`config.mk`:
```
export PLATFORM = sky130hd
export DESIGN_NAME = if_fetch_stage
export DESIGN_NICKNAME = d
export VERILOG_FILES = /design/src/rtl/if_fetch_stage.sv
export SDC_FILE = /design/constraint.sdc
export NUM_CORES = 1
export LEC_CHECK = 0
export CELL_PAD_IN_SITES_DETAIL_PLACEMENT = 0
export CELL_PAD_IN_SITES_GLOBAL_PLACEMENT = 1
export CORE_ASPECT_RATIO = 0.8
export CORE_MARGIN = 1.5
export CORE_UTILIZATION = 37
export DETAILED_ROUTE_END_ITERATION = 8
export PLACE_DENSITY_LB_ADDON = 0.05
export SETUP_SLACK_MARGIN = 0.3
export SLEW_MARGIN = 5
export SYNTH_ARGS = -nofsm -noshare
export SYNTH_HDL_FRONTEND = slang
export SYNTH_SLANG_ARGS = --single-unit
```
`constraint.sdc`:
```
create_clock -name clk -period 6.9 [get_ports clk]
set_input_delay 1.035 -clock clk [delete_from_list [all_inputs] [get_ports clk]]
set_output_delay 1.035 -clock clk [all_outputs]
set_load 0.02 [all_outputs]
```
`src/rtl/if_fetch_stage.sv`:
```
// Instruction-fetch stage with IF/ID pipeline register for the 5-stage MIPS pipeline.
// Holds the PC, addresses async-read imem, and resolves redirects coming back from ID.
module if_fetch_stage #(
  parameter logic [31:0] RESET_PC = 32'h0000_0000,
  parameter logic [31:0] NOP_WORD = 32'h0000_0000
) (
  input  logic        clk,
  input  logic        rst_n,
  output logic [31:0] imem_addr,
  input  logic [31:0] imem_rdata,
  input  logic        stall,
  input  logic        is_jump,
  input  logic [31:0] j_next_pc,
  input  logic        is_branch,
  input  logic        flush,
  output logic [31:0] id_inst,
  output logic [31:0] id_pc_plus4,
  output logic        id_valid,
  output logic [31:0] pc,
  output logic [31:0] fetch_count,
  output logic [15:0] flush_count
);

  // Control modes, decoded each cycle from the inputs (no stored state):
  //   mode          | meaning
  //   MODE_RESET    | rst_n low, every register reloads its reset value
  //   MODE_STALL    | hazard stall, PC and IF/ID hold, redirects ignored
  //   MODE_REDIRECT | jump or taken branch steers the PC
  //   MODE_RUN      | sequential fetch, PC advances by 4
  typedef enum logic [1:0] {
    MODE_RESET,
    MODE_RUN,
    MODE_STALL,
    MODE_REDIRECT
  } modeT;

  modeT        mode;
  logic [31:0] pcReg;
  logic [31:0] idInstReg;
  logic [31:0] idPcPlus4Reg;
  logic        idValidReg;
  logic [31:0] fetchCountReg;
  logic [15:0] flushCountReg;

  logic [31:0] pcPlus4;
  logic [31:0] branchOffset;
  logic [31:0] branchTarget;
  logic [31:0] pcNext;
  logic [31:0] idInstNext;
  logic [31:0] idPcPlus4Next;
  logic        idValidNext;
  logic [31:0] fetchCountNext;
  logic [15:0] flushCountNext;

  assign pcPlus4      = pcReg + 32'd4;
  assign branchOffset = {{14{idInstReg[15]}}, idInstReg[15:0], 2'b00};
  assign branchTarget = idPcPlus4Reg + branchOffset;

  always_comb begin
    mode = MODE_RUN;
    if (!rst_n)                     mode = MODE_RESET;
    else if (stall)                 mode = MODE_STALL;
    else if (is_jump || is_branch)  mode = MODE_REDIRECT;
  end

  always_comb begin
    pcNext         = pcReg;
    idInstNext     = idInstReg;
    idPcPlus4Next  = idPcPlus4Reg;
    idValidNext    = idValidReg;
    fetchCountNext = fetchCountReg;
    flushCountNext = flushCountReg;

    case (mode)
      MODE_RESET, MODE_STALL: begin
        pcNext = pcReg;
      end
      MODE_REDIRECT: begin
        pcNext = is_jump ? j_next_pc : branchTarget;
      end
      default: begin
        pcNext = pcPlus4;
      end
    endcase

    // IF/ID loads in any non-stalled cycle; flush turns the load into a bubble.
    if (mode == MODE_RUN || mode == MODE_REDIRECT) begin
      if (flush) begin
        idInstNext    = NOP_WORD;
        idPcPlus4Next = 32'd0;
        idValidNext   = 1'b0;
        if (flushCountReg != 16'hFFFF) flushCountNext = flushCountReg + 16'd1;
      end else begin
        idInstNext     = imem_rdata;
        idPcPlus4Next  = pcPlus4;
        idValidNext    = 1'b1;
        fetchCountNext = fetchCountReg + 32'd1;
      end
    end
  end

  always_ff @(posedge clk) begin
    if (!rst_n) begin
      pcReg         <= RESET_PC;
      idInstReg     <= NOP_WORD;
      idPcPlus4Reg  <= 32'd0;
      idValidReg    <= 1'b0;
      fetchCountReg <= 32'd0;
      flushCountReg <= 16'd0;
    end else begin
      pcReg         <= pcNext;
      idInstReg     <= idInstNext;
      idPcPlus4Reg  <= idPcPlus4Next;
      idValidReg    <= idValidNext;
      fetchCountReg <= fetchCountNext;
      flushCountReg <= flushCountNext;
    end
  end

  assign imem_addr   = pcReg;
  assign pc          = pcReg;
  assign id_inst     = idInstReg;
  assign id_pc_plus4 = idPcPlus4Reg;
  assign id_valid    = idValidReg;
  assign fetch_count = fetchCountReg;
  assign flush_count = flushCountReg;

endmodule
```
-- Yosys cells after proc, flatten, opt, wreduce, memory -nomap -nowiden
Index checks and enable logic that the tools add are counted.
- output and inout bits: 177
- bits in registers: 145
- word-level logic and storage cells: 29
- bitwise operators: 1
- muxes and demuxes: 8
- add/sub/neg operators: 4
- reductions and logical operators: 6
- equality and inequality tests: 4
- operators with widths (operator ; count):
    32-bit two-way mux ; 3
    32-bit case mux with 2 select lines ; 1
    32-bit by 1-bit adder with 32-bit output (second input constant) ; 1
    32-bit by 3-bit adder with 32-bit output (second input constant) ; 1
    32-bit adder ; 1
    16-bit by 1-bit adder with 16-bit output (second input constant) ; 1
    16-bit inequality test (second input constant) ; 1
    2-bit two-way mux ; 3
    2-bit == test (second input constant) ; 2
    3-bit AND reduction ; 1
    2-bit by 1-bit == test with 1-bit output (second input constant) ; 1
    2-bit zero test ; 1
    1-bit logical OR ; 2
    2-bit AND reduction ; 1
    2-bit OR reduction ; 1
    1-bit two-way mux ; 1
    1-bit NOT ; 1

-- Depth between registers and ports, before layout
- depth in word-level cells: 7
- depth in mapped cells: 10
- depth with buffers taken out: 10

-- Least setup slack after synthesis
No wires, ideal clock.
- path kind: in2reg
- start: input rst_n
- end: register flushCountReg[11], in the netlist flush_count[11]
- data required time: 6.785 ns
- path buffers: 1
- cell stages on the path: 8
- arrival time: 2.678 ns
- setup slack: 4.107 ns
- path through: nor2b_1 -> buf_2 -> nand2_1 -> a21oi_1 -> nand4_1 -> or3_1 -> xnor2_1 -> and2_1
- cells in the longest elaborated chain, start to end: 4
- ends and longest elaborated chain (item ; RTL line ; text):
    start, declared ; 8 ; input logic rst_n,
    2-bit two-way mux ; 61 ; if (!rst_n) mode = MODE_RESET;
    2-bit by 1-bit == test with 1-bit output or 2-bit == test (tied branches) ; 87 ; if (mode == MODE_RUN || mode == MODE_REDIRECT) begin
    1-bit logical OR ; 87 ;
    3-bit AND reduction (no source line) ; n/a ;
    end signal, assigned ; 116 ; flushCountReg <= flushCountNext;
    end, declared ; 43 ; logic [15:0] flushCountReg;
Parallel ways exist; a longest one is shown, timed or not.
A chain may end at the register's enable or synchronous reset.

-- Worst setup path in the final report
Same ends and word-level chain as after synthesis.

==> impl_metrics.env <==
export IMPL_status="completed"
export IMPL_min_path_type="reg2reg"
export IMPL_finalClockSkew_ns=0.0174
export IMPL_root_buffer="clkbuf_16"
export IMPL_tns_ns=0
export IMPL_yosysTopAreaCellShare_pct=35.2
export IMPL_r2r_slack_ns=3.37
export IMPL_place_hpwl_um=19500
export IMPL_syn_to_final_growth_pct=36.9
export IMPL_grt_overflow_total=0
export IMPL_cts_resized=0
export IMPL_grt_max_degree=78
export IMPL_cts_buffers=17
export IMPL_vias_per_cell=5.30
export IMPL_syn_area_um2=8240
export IMPL_portBuffers=246
export IMPL_gp_congestion=0.929
export IMPL_final_util_pct=52.0
export IMPL_cts_tree="built"
export IMPL_grt_setup_unrepaired="no"
export IMPL_cp_end_kind="flop"
export IMPL_p_int_mw=1.49
export IMPL_drt_iter0_drc=559
export IMPL_worstPathArrival_ns=4.26
export IMPL_drive_above_1_share_pct=4.67
export IMPL_n_antenna_cell=0
export IMPL_htree_levels=4
export IMPL_cp_start_kind="input port"
export IMPL_ys_async_sr_fraction_pct=0
export IMPL_hold_violations=0
export IMPL_powerDensity_nw_per_um2=188
export IMPL_drv_cap=0
export IMPL_yosysUniqueCellTypes=65
export IMPL_synth_fp_nets=1094
export IMPL_holdBufCountCts=0
export IMPL_yosys_area_top_type="dfxtp_1"
export IMPL_grt_pass1_wl_um=42000
export IMPL_cts_setup_buffers=0
export IMPL_start_util_pct=38.0
export IMPL_power_switching_mw=0.632
export IMPL_ys_seq_area_share_pct=35.2
export IMPL_dieArea_um2=23200
export IMPL_ys_ff_latch=145
export IMPL_wire_per_inst_um=18.1
export IMPL_ys_top_cells_by_area="dfxtp_1 35%, xnor2_1 5.7%, o21ai_0 5.0%"
export IMPL_finalSetupViolations=0
export IMPL_clkPwrFrac_pct=42.9
export IMPL_p_seq_share_pct=42.6
export IMPL_clk_pin_slew_ns=0.07
export IMPL_nets=1290
export IMPL_yosysWarnings=0
export IMPL_vias=7954
export IMPL_grt_total_usage_pct=23.7
export IMPL_die_x_um=170
export IMPL_cp_max_fo=77
export IMPL_clockBufferDepth=2
export IMPL_die_height_um=136
export IMPL_path_class="in2reg"
export IMPL_ios=247
export IMPL_worst_slew_pin_slew_ns=1.05
export IMPL_synth_edf_count=0
export IMPL_routed_wl_um=27200
export IMPL_combinationalPowerShare_pct=14.6
export IMPL_cts_sinks=145
export IMPL_p_leak_nw=4.28
export IMPL_peakVddDrop_v=0.000162
export IMPL_max_slew_margin_pct=29.7
export IMPL_antenna_found_initial=0
export IMPL_rows=48
export IMPL_coreArea_um2=21700
export IMPL_postRouteAntennaNets=0
export IMPL_syn_inst=991
export IMPL_syn_mean_instance_area_um2=8.32
export IMPL_drcViolationCount=0
export IMPL_drv_slew=0
export IMPL_post_route_min_period_ns=3.93
export IMPL_synth_ff_type="dfxtp_1"
export IMPL_fmax_mhz=254
export IMPL_required_ns=7.22
export IMPL_insertion_delay_ns=0.43
export IMPL_grt_pass1_vias=7309
export IMPL_drt_pre_antenna_iters=5
export IMPL_finalCritPeriodShare_pct=57.0
export IMPL_power_switching_share_pct=29.8
## synthesized netlist by cell type (7+ instances only)
cell and count:
a21boi_0 8, a21o_1 12, a21oi_1 50, a22o_1 44, a31oi_1 7, and2_1 46, and3_1 13, buf_4 32
clkbuf_1 36, dfxtp_1 145, ha_1 32, inv_1 17, mux2i_1 8, nand2_1 104, nand3_1 39, nand4_1 18
nor2_1 66, nor3_1 17, o21a_1 7, o21ai_0 83, o21bai_1 7, or3_1 11, xnor2_1 54, xor2_1 32
## layout by cell type (no fill, tap or decap), types with 7 or more instances in the layout
cell	n
clkdlybuf4s50_1	245
clkbuf_16	17
dfxtp_1	145
and2_1	45
a21boi_0	8
buf_4	8
nor3_1	17
nand4_1	18
nand3_1	39
inv_1	17
xnor2_1	54
a21o_1	12
or3_1	11
a31oi_1	7
o21bai_1	7
ha_1	32
a22o_1	44
o21ai_0	83
nand2_1	104
o21a_1	7
mux2i_1	8
a21oi_1	50
and3_1	13
xor2_1	32
nor2_1	65
## flip-flops by register name, summed over array words and instances (netlist names)
name and cells:
fetch_count 32, id_inst 32, id_pc_plus4 32, imem_addr 32
flush_count 16, id_valid 1
## stage by stage
step	worst slack [ns]	power (mW)	hold slack, ns	instances	instance area, um^2
2_1_floorplan	4.11	1.08	0.521	991	8240
3_3_place_gp	2.50	1.23	0.430	1468	10700
3_5_place_dp	2.50	1.23	0.436	1468	10700
4_1_cts	2.96	2.14	0.448	1500	11300
5_1_grt	2.69	2.21	0.480	1500	11300
6_report	2.97	2.12	0.446	1500	11300
## critical path, cell delays in order
cell and delay (ns):
buf_2 0.08, buf_4 0.53, nor2b_1 0.91, nand2_1 0.12, a21oi_1 0.44, nand4_1 0.38
or3_1 0.43, xnor2_1 0.13, and2_1 0.15
## power by group through the flow
stage	clock network [mW]	registers (mW)	logic, mW
finish	0.910	0.903	0.309
CTS	0.927	0.903	0.311
global route	0.967	0.908	0.332
detailed placement	0	0.921	0.309
global placement	0	0.922	0.309
floorplan	0	0.940	0.145
## worst paths after layout
check                                             start                      endpoint  cells after the start
worst min register to register    id_valid$_SDFFE_PN0N_         id_valid$_SDFFE_PN0N_                      2
worst max-delay path                              rst_n  flush_count[11]$_SDFFE_PN0P_                      9
worst min-delay path              id_valid$_SDFFE_PN0N_         id_valid$_SDFFE_PN0N_                      2
worst max register to register  id_inst[0]$_SDFFE_PN0N_    imem_addr[28]$_SDFFE_PN0N_                     10
## layout make-up
cell class              instances  area, um^2
multi-input cells             750        4850
clock buffers                  18         429
flip-flops and latches        145        2900
clock inverters                14         138
fillers                      2132       10400
repair buffers                254        2520
inverters                      19        71.3
well taps                     300         375
## logic make-up after synthesis
family | share of synthesized area (%)
muxes | 0.972
and+or+nand+nor | 21.0
AOI/OAI and AO/OA | 22.5
adders and majority gates | 5.10
xor gates and xnor gates | 9.14
DFF | 35.2
buffers and inverters | 6.01
## layer usage
layer,wire [um],vias to the layer above,global-route usage [%]
met3,1560,8,4.54
met5,0,-,0
met4,155,0,4.38
met1,13600,3758,34.3
li1,-,3933,-
met2,11900,255,36.6
Note: power is estimated with default switching activity, not from simulation.
==> RTL edit 1: new RTL, same settings <==
Register the output `fetch_count` once more, with the module's reset; this adds one clock of latency there. The other outputs are not delayed to match.
--- a/src/rtl/if_fetch_stage.sv
+++ b/src/rtl/if_fetch_stage.sv
@@ -122,7 +122,13 @@
   assign id_inst     = idInstReg;
   assign id_pc_plus4 = idPcPlus4Reg;
   assign id_valid    = idValidReg;
-  assign fetch_count = fetchCountReg;
+  always_ff @(posedge clk) begin
+    if (!rst_n) begin
+      fetch_count <= '0;
+    end else begin
+      fetch_count <= fetchCountReg;
+    end
+  end
   assign flush_count = flushCountReg;
 
 endmodule
Function: changed (a bounded check fails within 4 cycles, from zero or initial values and one cycle with rst_n low).
==> RTL edit 1 against the original RTL <==
  * Cell area up 8.5%
  * Largest power group is now registers
  * Register-to-register slack better by 0.33 ns
  * Total power up 12%
  * Sequential cell count up 32
  * Worst hold slack better by 0.0078 ns
  * Routed wire length up 11%
  * Setup slack better by 0.25 ns
  * Area after synthesis up 11%
==> RTL edit 1: results (changes against the original RTL) <==
worst_r2r_path_depth: 8  # -2
worstPathMaxFanout: 31  # -60%
grt_first_pass_wirelength_mm: 46.7  # +11%
min_path_type: "reg2reg"
portBuffers: 246  # unchanged
grt_start_max_net_pins: 61  # -22%
clk_latency_ns: 0.44
first_pass_iters: 5  # unchanged
grt_pass1_vias: 8253  # +13%
peakVddDrop_v: 0.000169  # +4.5%
drive_gt1_share_pct: 5.34  # +0.68 points
detail_route.wl_per_cell_um: 18.9  # +4.4%
min_path_cells: 2  # unchanged
synthMuxAreaShare_pct: 0.792  # -0.18 points
synth_fp_nets: 1173  # +7.2%
rrSetupSlack_ns: 3.70  # +0.33 ns
drtIter0Drc: 596  # +6.6%
timing.rr.start: "id_inst[15]"
yosys.cell_types.count: 75  # +15%
antenna_found_initial: 0  # unchanged
sequentialPowerShare_pct: 45.9  # +3.3 points
nFillCells: 2390  # +12%
synth-xor-area-share_pct: 8.03  # -1.1 points
clk-power_uw: 970  # +6.6%
antenna_cells: 0  # unchanged
leakagePower_nw: 4.64  # +8.5%
status: "finished clean"
drt-vias-per-instance: 5.38  # +1.4%
worst_slew_pin_slew_ns: 1.06  # +0.00637 ns
cts.htree.levels: 4  # unchanged
async_flop_share_pct: 0  # unchanged
regToRegEndpoint: "imem_addr[30]"
p_int_mw: 1.68  # +13%
ys_seq_area_share_pct: 38.7  # +3.4 points
ys_warn_count: 0  # unchanged
synth_top_family_by_area: "simple AND/OR/NAND/NOR gates"
holdPathEnd: "id_valid"
gp_congestion: 0.905  # -2.6%
synthAdderAreaFrac_pct: 4.59  # -0.51 points
setup.worst_path.start: "is_jump"
worstSetupEndpoint: "imem_addr[9]"
synthTopCellsByCount: "dfxtp_1, nand2_1, nor2_1"
grt_use_total_pct: 23.7  # about the same
critPathArrivalTime_ns: 3.97  # -0.29 ns
cts_setup_buffers: 0  # unchanged
hold_path_startpoint: "id_valid"
synth_compound_area_share_pct: 21.1  # -1.4 points
hpwl_mm: 21.9  # +12%
fin_nets: 1363  # +5.7%
clock_skew_ns: 0.0156  # -0.00175 ns
post_cts_resized: 0  # unchanged
yosys-top-cells-area: "dfxtp_1, xor2_1, nand2_1, ha_1, a22o_1"
setup_violations: 0  # unchanged
path_clk_slew_ns: 0.08
## RTL edit 1: changes by cell type after synthesis, sizes merged, moves of 6 or more
| cell | change |
|---|---|
| a21oi | +7 |
| xor2 | +18 |
| clkbuf | +9 |
| and3 | +10 |
| o211ai | +7 |
| a211oi | +9 |
| o21ai | -6 |
| dfxtp | +32 |
| nand4 | +7 |
| xnor2 | -20 |
| nand2 | +11 |
| a21boi | -7 |
| nor3 | -8 |
| nor2 | +17 |
## RTL edit 1: cell type report
cell class / instances / area share [%]
repair buffers: 255 / 20.6
flip-flops and latches: 177 / 29.0
clock buffers: 19 / 3.62
inverters: 15 / 0.460
clock inverters: 13 / 1.13
multi-input cells: 794 / 42.0
well taps: 318 / 3.25
## RTL edit 1: per-layer routing
layer | GRT usage [%] | vias to the layer above | share of wire [%]
li1 | - | 4220 | -
met1 | 34.6 | 4016 | 50
met2 | 34.5 | 286 | 41
met3 | 5.48 | 33 | 6.9
met4 | 6.49 | 0 | 1.7
met5 | 0 | - | 0
## RTL edit 1: stage by stage
| step | power [mW] | setup slack [ns] | cells | hold slack (ns) | instance area [um2] |
|---|---|---|---|---|---|
| 5_1_grt | 2.46 | 3.04 | 1591 | 0.480 | 12200 |
| 4_1_cts | 2.39 | 3.24 | 1591 | 0.458 | 12200 |
| 6_report | 2.37 | 3.22 | 1591 | 0.454 | 12200 |
| 3_3_place_gp | 1.42 | 2.85 | 1559 | 0.432 | 11700 |
| 2_1_floorplan | 1.27 | 4.30 | 1070 | 0.450 | 9160 |
| 3_5_place_dp | 1.42 | 2.76 | 1559 | 0.441 | 11700 |
## RTL edit 1: critical path: stages
cell and delay [ns]:
clkdlybuf4s50_1 0.40, buf_4 0.26, inv_1 0.56, nand2_1 0.78, nor2_1 0.54, nand2_1 0.11, o221ai_1 0.20, a31oi_1 0.07
==> RTL edit 2: new RTL, same flow settings <==
Without the edit above. Reset style: asynchronous (`rst_n`), changed in one clocked block.
--- a/src/rtl/if_fetch_stage.sv
+++ b/src/rtl/if_fetch_stage.sv
@@ -99,7 +99,7 @@
     end
   end
 
-  always_ff @(posedge clk) begin
+  always_ff @(posedge clk or negedge rst_n) begin
     if (!rst_n) begin
       pcReg         <= RESET_PC;
       idInstReg     <= NOP_WORD;
Behaviour: differs if rst_n is asserted again (counterexample within 4 cycles, from zero or initial values and one cycle with rst_n low); with rst_n held inactive, the same outputs for 4 cycles.
==> RTL edit 2 against the original RTL <==
  * Critical path depth is 2 lower
  * Cell area is 6.8% higher
  * Count of clock-buffer cells in the layout is 1 lower
  * Via count is 1.4% higher
  * Routed wire length is 4.8% higher
  * Area after synthesis is 8.8% higher
  * Die area is 8.6% higher
  * Setup slack better by 0.060 ns
  * Register-to-register slack better by 0.31 ns
  * Sequential cell count stayed put
  * First-iteration DRC count is 5.9% higher
Power is not compared: it rests on default switching activity, and its combinational part moved more than twofold at a synthesized area within 25%.
==> RTL edit 2: results (changes against the original RTL) <==
grt_start_max_net_pins: 60  # -23%
worstPathMaxFanout: 18  # -77%
ctsLongestPathBuffers: 2  # unchanged
post_cts_resized: 0  # unchanged
regToRegEndpoint: "imem_addr[20]"
ys_warn_count: 0  # unchanged
timing.rr.start: "imem_addr[2]"
rrSetupSlack_ns: 3.68  # +0.31 ns
p_sw_mw: 1.14
async_flop_share_pct: 100  # +100 points
gp_congestion: 0.831  # -11%
hold_path_startpoint: "id_inst[31]"
antenna_found_initial: 1  # +1
clk_latency_ns: 0.43  # about the same
post-place-ws_ns: 2.63  # +0.134 ns
yosys.cell_types.count: 69  # +6.2%
whs_ns: 0.467  # +0.0205 ns
postRouteWirelength_mm: 28.5  # +4.8%
synth_flop_cell: "dfrtp_1"
num_vias: 8064  # +1.4%
critPathArrivalTime_ns: 4.21  # -0.05 ns
synth.avg_cell_area_um2: 8.79  # +5.7%
place_inst: 1501  # +2.2%
grt_pass1_vias: 7993  # +9.4%
status: "finished clean"
drive_gt1_share_pct: 4.67  # +0.0055 points
clock_skew_ns: 0.0143  # -0.00307 ns
pg_seq_mw: 1.14
synthAdderAreaFrac_pct: 4.69  # -0.41 points
relSlewSlack_pct: 24.3  # -5.4 points
yosys-top-cells-area: "dfrtp_1, nand2_1, xnor2_1, ha_1, o21ai_0"
ys_seq_area_share_pct: 40.5  # +5.3 points
cp_slowest_cell: "clkdlybuf4s50_1"
drtIter0Drc: 592  # +5.9%
synthMuxAreaShare_pct: 1.55  # +0.58 points
first_pass_iters: 6  # +1
grt_use_total_pct: 23.1  # -0.61 points
fin_nets: 1311  # +1.6%
worst_r2r_path_depth: 8  # -2
synthTopCellsByCount: "nand2_1, dfrtp_1, o21ai_0"
synth_fp_nets: 1123  # +2.7%
max_stage_delay_ns: 0.94  # +0.03 ns
post_dp_cell_area_mm2: 0.0114  # +6.8%
holdPathEnd: "id_inst[31]"
hpwl_mm: 20.7  # +5.8%
synth_compound_area_share_pct: 16.2  # -6.4 points
synth-xor-area-share_pct: 9.09  # -0.053 points
min_path_cells: 2  # unchanged
grt_first_pass_wirelength_mm: 45.2  # +7.4%
worstSetupEndpoint: "imem_addr[28]"
setup.worst_path.start: "is_branch"
cts_root_buffer: "clkbuf_16"
portBuffers: 246  # unchanged
detail_route.wl_per_cell_um: 18.6  # +2.5%
## RTL edit 2: logic make-up (layout without fill, tap and decap cells)
family                   after synthesis  after routing
XOR/XNOR                              93             93
other                                  0              1
multiplexers                          13             13
flip-flops                           145            145
AND/OR/NAND/NOR                      413            413
adder cells (fa/ha/maj)               33             33
buffers and inverters                 99            299
AO/OA/AOI/OAI                        224            224
## RTL edit 2: worst max-delay path, delay by kind of cell
kind	cells	cell delay [ns]
buf+inv	2	1.39
simple gates	3	1.53
compound gates	2	0.24
## RTL edit 2: routing by layer
metal  up-vias  part of all wire, %  global-route usage (%)
met5         -                    0                       0
met4         0                  1.5                    6.02
met3        28                  6.8                    6.01
met2       253                   43                    33.9
met1      3837                   48                    33.4
li1       3946                    -                       -
## RTL edit 2: final cells by class
type / count / area [um2]
fill: 2311 / 11500
multi-input combinational: 776 / 4850
sequential: 145 / 3630
timing repair buffer: 253 / 2520
clock buffer: 17 / 425
tap: 312 / 390
clock inverter: 14 / 180
inverter: 15 / 56.3
antenna: 1 / 2.50
